**src/rtl/ascii_pkg.sv**
```systemverilog
// Shared character constants and parser state encoding for the ASCII hex line parser.
package ascii_pkg;

    localparam logic [7:0] CH_CR = 8'h0D;
    localparam logic [7:0] CH_LF = 8'h0A;
    localparam logic [7:0] CH_0  = 8'h30;
    localparam logic [7:0] CH_9  = 8'h39;
    localparam logic [7:0] CH_UA = 8'h41;
    localparam logic [7:0] CH_UF = 8'h46;
    localparam logic [7:0] CH_LA = 8'h61;
    localparam logic [7:0] CH_LF_HEX = 8'h66;

    localparam logic [1:0] S_IDLE  = 2'd0;
    localparam logic [1:0] S_ACCUM = 2'd1;
    localparam logic [1:0] S_HOLD  = 2'd2;
    localparam logic [1:0] S_SKIP  = 2'd3;

endpackage

```
**src/rtl/ascii_hex_decode.sv**
```systemverilog
// Combinational byte classifier: hex digit (with nibble value) or line terminator.
module ascii_hex_decode
    import ascii_pkg::*;
(
    input  logic [7:0] din,
    output logic       is_digit,
    output logic       is_term,
    output logic [3:0] nibble
);

    logic w_num;
    logic w_alpha;

    assign w_num    = (din >= CH_0)  && (din <= CH_9);
    assign w_alpha  = ((din >= CH_UA) && (din <= CH_UF)) ||
                      ((din >= CH_LA) && (din <= CH_LF_HEX));
    assign is_digit = w_num || w_alpha;
    assign is_term  = (din == CH_CR) || (din == CH_LF);
    // Letters A-F/a-f have low nibble 1..6, so +9 maps them onto 10..15.
    assign nibble   = din[3:0] + (w_alpha ? 4'd9 : 4'd0);

endmodule

```
**src/rtl/ascii_hex_parser.sv**
```systemverilog
// Line-oriented ASCII hex parser: accumulates up to NDIG digits per line and
// presents the value with a valid/ready handshake; malformed lines are skipped.
module ascii_hex_parser
    import ascii_pkg::*;
#(
    parameter int NDIG = 4,
    parameter int VW   = 4 * NDIG
)
(
    input  logic          clk,
    input  logic          rst_n,
    input  logic          rx_done_tick,
    input  logic [7:0]    din,
    output logic [VW-1:0] value,
    output logic          value_valid,
    input  logic          value_ready,
    output logic          err_tick,
    output logic          overrun_tick
);

    localparam int CW = $clog2(NDIG + 1);

    logic          w_is_digit;
    logic          w_is_term;
    logic [3:0]    w_nibble;

    logic [1:0]    r_state;
    logic [VW-1:0] r_acc;
    logic [CW-1:0] r_cnt;
    logic [VW-1:0] r_value;
    logic          r_value_valid;
    logic          r_err;
    logic          r_ovr;

    logic [1:0]    w_state_nx;
    logic [VW-1:0] w_acc_nx;
    logic [CW-1:0] w_cnt_nx;
    logic [VW-1:0] w_value_nx;
    logic          w_err_nx;
    logic          w_ovr_nx;
    logic          w_hs;
    logic [1:0]    w_cur;

    ascii_hex_decode u_dec (
        .din      (din),
        .is_digit (w_is_digit),
        .is_term  (w_is_term),
        .nibble   (w_nibble)
    );

    // A completing handshake frees the parser in the same cycle, so a byte
    // arriving alongside it is handled from IDLE.
    assign w_hs  = r_value_valid && value_ready;
    assign w_cur = w_hs ? S_IDLE : r_state;

    always_comb begin
        w_state_nx = w_cur;
        w_acc_nx   = r_acc;
        w_cnt_nx   = r_cnt;
        w_value_nx = r_value;
        w_err_nx   = 1'b0;
        w_ovr_nx   = 1'b0;
        if (rx_done_tick) begin
            case (w_cur)
                S_IDLE: begin
                    if (w_is_digit) begin
                        w_acc_nx   = VW'(w_nibble);
                        w_cnt_nx   = CW'(1);
                        w_state_nx = S_ACCUM;
                    end else if (!w_is_term) begin
                        w_err_nx   = 1'b1;
                        w_state_nx = S_SKIP;
                    end
                end
                S_ACCUM: begin
                    if (w_is_digit && (r_cnt != CW'(NDIG))) begin
                        w_acc_nx = {r_acc[VW-5:0], w_nibble};
                        w_cnt_nx = r_cnt + CW'(1);
                    end else if (w_is_term) begin
                        w_value_nx = r_acc;
                        w_acc_nx   = '0;
                        w_cnt_nx   = '0;
                        w_state_nx = S_HOLD;
                    end else begin
                        w_err_nx   = 1'b1;
                        w_acc_nx   = '0;
                        w_cnt_nx   = '0;
                        w_state_nx = S_SKIP;
                    end
                end
                S_SKIP: begin
                    if (w_is_term) w_state_nx = S_IDLE;
                end
                default: w_ovr_nx = 1'b1;
            endcase
        end
    end

    always_ff @(posedge clk or negedge rst_n) begin
        if (!rst_n) begin
            r_state       <= S_IDLE;
            r_acc         <= '0;
            r_cnt         <= '0;
            r_value       <= '0;
            r_value_valid <= 1'b0;
            r_err         <= 1'b0;
            r_ovr         <= 1'b0;
        end else begin
            r_state       <= w_state_nx;
            r_acc         <= w_acc_nx;
            r_cnt         <= w_cnt_nx;
            r_value       <= w_value_nx;
            r_value_valid <= (w_state_nx == S_HOLD);
            r_err         <= w_err_nx;
            r_ovr         <= w_ovr_nx;
        end
    end

    assign value        = r_value;
    assign value_valid  = r_value_valid;
    assign err_tick     = r_err;
    assign overrun_tick = r_ovr;

endmodule

```
**config.mk**
```make
export PLATFORM = sky130hd
export DESIGN_NAME = ascii_hex_parser
export DESIGN_NICKNAME = d
export VERILOG_FILES = /design/src/rtl/ascii_pkg.sv /design/src/rtl/ascii_hex_decode.sv /design/src/rtl/ascii_hex_parser.sv
export SDC_FILE = /design/constraint.sdc
export NUM_CORES = 1
export LEC_CHECK = 0
export ABC_AREA = 1
export BUFFER_PORTS_ARGS = -buffer_cell sky130_fd_sc_hd__buf_2
export CAP_MARGIN = 15
export CORE_MARGIN = 4
export CORE_UTILIZATION = 35
export DETAILED_ROUTE_END_ITERATION = 8
export HOLD_SLACK_MARGIN = 0.06
export SYNTH_ARGS = -nofsm -noshare
export SYNTH_HDL_FRONTEND = slang
export SYNTH_SLANG_ARGS = --single-unit
```
**constraint.sdc**
```tcl
create_clock -name clk -period 2.1 [get_ports clk]
set_input_delay 0.21 -clock clk [delete_from_list [all_inputs] [get_ports clk]]
set_output_delay 0.21 -clock clk [all_outputs]
set_load 0.05 [all_outputs]
```
==> flow_metrics.tcl <==
set metrics [dict create \
    outcome "complete, no violations" \
    worstSetupPathType "flop to flop" \
    leakage_nw 1.301 \
    synthSimpleGateAreaFrac_pct 29.57 \
    globalplace.congestion 0.8125 \
    grt_pass1_vias 1533 \
    rsz0062_at_grt "false" \
    fin_crit_sh_pct 90.27 \
    cpMaxStageDelayCell "dfrtp_1" \
    numPortBuffers 30 \
    synth_fa_ha_area_share_pct 2.484 \
    final_util_pct 43.34 \
    cp_slowest_stage_delay_ns 0.38 \
    ir_drop_uv 614.4 \
    syn_to_final_growth_pct 19.19 \
    drtIter0Drc 92 \
    max-slew-margin-rel_pct 73.18 \
    vias 1607 \
    p_per_area_nw_per_um2 971.2 \
    path_common_cell "inv_1" \
    grt_pass1_wl_um 7003 \
    globalRouteMet3Util_pct 3.653 \
    yosysWarnings 0 \
    synth_mux_area_share_pct 0 \
    grt_overflow_total 0 \
    tightest_slew_ns 0.4019 \
    clockRootBuffer "clkbuf_8" \
    synth_compound_gate_area_share_pct 8.820 \
    timing.final.ws_setup_ns 0.2043 \
    design_area_sq_um 2401 \
    syn_avg_cell_area_sq_um 8.429 \
    row_count 27 \
    dr.pass1.iters 6 \
    clkTransAtPathRegs_ns 0.08 \
    core-area_sq_um 5540 \
    antenna_cells 0 \
    fmax_mhz 527.5 \
    use_met2_pct 19.67 \
    min-delay-start "rx_done_tick" \
    synth-seq-cells 40 \
    clock_sinks 40 \
    start_util_pct 36.36 \
    fin_crit_ns 1.896 \
    synth_top_family_by_area "simple AND/OR/NAND/NOR gates" \
    route.detailed.drc 0 \
    ys.flop_type "dfrtp_1" \
    cp_max_fo 25 \
    wl_per_cell_um 11.37 \
    wirelength_um 3981 \
    drive_gt1_share_pct 24.82 \
    grt_max_degree 26 \
    synth_edf_count 0 \
    tns_ns 0 \
    die_x_um 83.87 \
    endpoint_kind "flop" \
    cts_tree "built" \
    maxSlewViolCount 0 \
    insertion_delay_ns 0.29 \
    postPlaceCellArea_sq_um 2262 \
    grt_most_used_layer "met2" \
    hold_viol 0 \
    crit_path_start_kind "flop" \
    setup_violations 0 \
    grt.met1_usage_pct 15.94 \
    grt_use_total_pct 12.30 \
    rrSetupSlack_ns 0.20 \
    yosysSeqAreaShare_pct 49.69 \
    pre_cts_slack_ns 0.2054 \
    worstSetupStartpoint "value_valid$_DFF_PN0_" \
    netlist_area_sq_um 2014 \
    cts_buffer_depth 2 \
    crit_arrival_ns 2.08 \
    synthArstFlopShare_pct 100.0 \
    antenna_found_initial 0 \
    drv_cap 0 \
    place_hpwl_um 2919 \
    nNetsFinal 294 \
    syn_inst 239 \
    htree_levels 2 \
    required_ns 2.28 \
    synth_nets 255 \
    cts_made_buffers 5 \
    postCtsResizedCells 0 \
    skew_ns 0.006632 \
    synth-xor-area-share_pct 1.304 \
    fp.dieH_um 83.87 \
    rr_startpoint "value_valid$_DFF_PN0_" \
    dieArea_sq_um 7033 \
    nFillCells 557 \
    hold_path_class "primary input to flop" \
    ant_nets 0 \
    fin_total_pwr_mw 2.332 \
    routed_via_density 4.591 \
    ys_types 26 \
    pin_count 31 \
    cp_cell_sequence "nand2_1 > inv_1 > nor2_1 > inv_1 > nor2_1 > inv_1 > nor2_8 > nand2_4 > nand2_1 > o21ai_2" \
]
==> cell usage after synthesis, types with 2 or more instances <==
cell type | instances | share of area (%)
nand2_1 | 61 | 11
dfrtp_1 | 40 | 50
inv_1 | 29 | 5.4
nand3_1 | 28 | 7.0
nor2_1 | 20 | 3.7
o21ai_0 | 14 | 3.5
o21ai_2 | 9 | 3.9
nand2_2 | 7 | 2.2
ha_1 | 4 | 2.5
buf_2 | 3 | 0.75
nand4_1 | 3 | 0.93
o21ai_1 | 3 | 0.75
buf_6 | 2 | 1.1
nand2_4 | 2 | 1.1
nor2_2 | 2 | 0.62
xnor2_1 | 2 | 0.87
==> final timing paths <==
check | endpoint | depth (start not counted)
max | value[7]$_DFFE_PN0P_ | 10
min | r_state[1]$_DFF_PN0_ | 5
max reg2reg | value[7]$_DFFE_PN0P_ | 10
min reg2reg | value[3]$_DFFE_PN0P_ | 2
max in group asynchronous | r_acc[5]$_DFFE_PN0P_ | 3
min in group asynchronous | value[11]$_DFFE_PN0P_ | 2
==> routing by layer <==
metal	vias to the layer above	wire [um]	part of all wire (%)
met5	-	0	0
li1	835	-	-
met2	29	1905	48
met4	0	49	1.2
met1	737	1850	46
met3	6	175	4.4
==> metrics by stage <==
step / hold slack, ns / std cells
global route: 0.2728 / 350
floorplan: -0.08559 / 239
finish: 0.2564 / 350
global placement: 0.1544 / 342
detailed placement: 0.1564 / 342
CTS: 0.2524 / 350
==> layout by cell type, fill, tap and decap left out, drive strengths merged <==
master       netlist  final
nand2             70     70
dfrtp             40     40
buf                6     37
inv               31     31
nand3             29     29
o21ai             26     26
nor2              24     24
clkbuf             0      5
ha                 4      4
nand4              3      3
xnor2              2      2
bufinv             0      2
nor3               1      1
o2111ai            1      1
a21oi              1      1
xor2               1      1
dlygate4sd3        0      1
==> where the power goes <==
| part | leakage [nW] | total [mW] | switching, mW | internal (mW) |
|---|---|---|---|---|
| clock | 0.0642 | 0.732 | 0.264 | 0.468 |
| sequential | 0.542 | 0.944 | 0.0672 | 0.877 |
| combinational | 0.694 | 0.656 | 0.458 | 0.198 |
| total | 1.30 | 2.33 | 0.789 | 1.54 |
==> critical path, delay by kind of cell, from the launching register on <==
family          cells  cell delay, ns
simple gates        6            1.03
compound gates      1            0.05
flops               1            0.38
buf+inv             3            0.32
==> timing repair <==
action / in CTS / in global routing
buffers inserted: 0 / 0
endpoints found under the hold margin: 14 / 0
hold buffers: 1 / 0
==> cell families after synthesis <==
logic type	count (synthesis)
flip-flops	40
buffers and inverters	37
XOR/XNOR	3
adder cells (fa/ha/maj)	4
AND/OR/NAND/NOR	127
AO/OA/AOI/OAI	28
==> area by class of cell <==
class                      instances  area [sq um]  area share [%]
clock buffer                       5         68.82           2.866
tap                               72         90.09           3.752
multi-input combinational        162         849.6           35.38
timing repair buffer              38         212.7           8.859
sequential                        40          1001           41.69
clock inverter                     2         60.06           2.501
inverter                          31         118.9           4.951
==> flip-flops by register name, indices dropped and copies added, names as in the netlist <==
signal        count
r_cnt             3
overrun_tick      1
r_state           2
r_acc            16
err_tick          1
value            16
value_valid       1
Power figures use the tool's default switching activity.
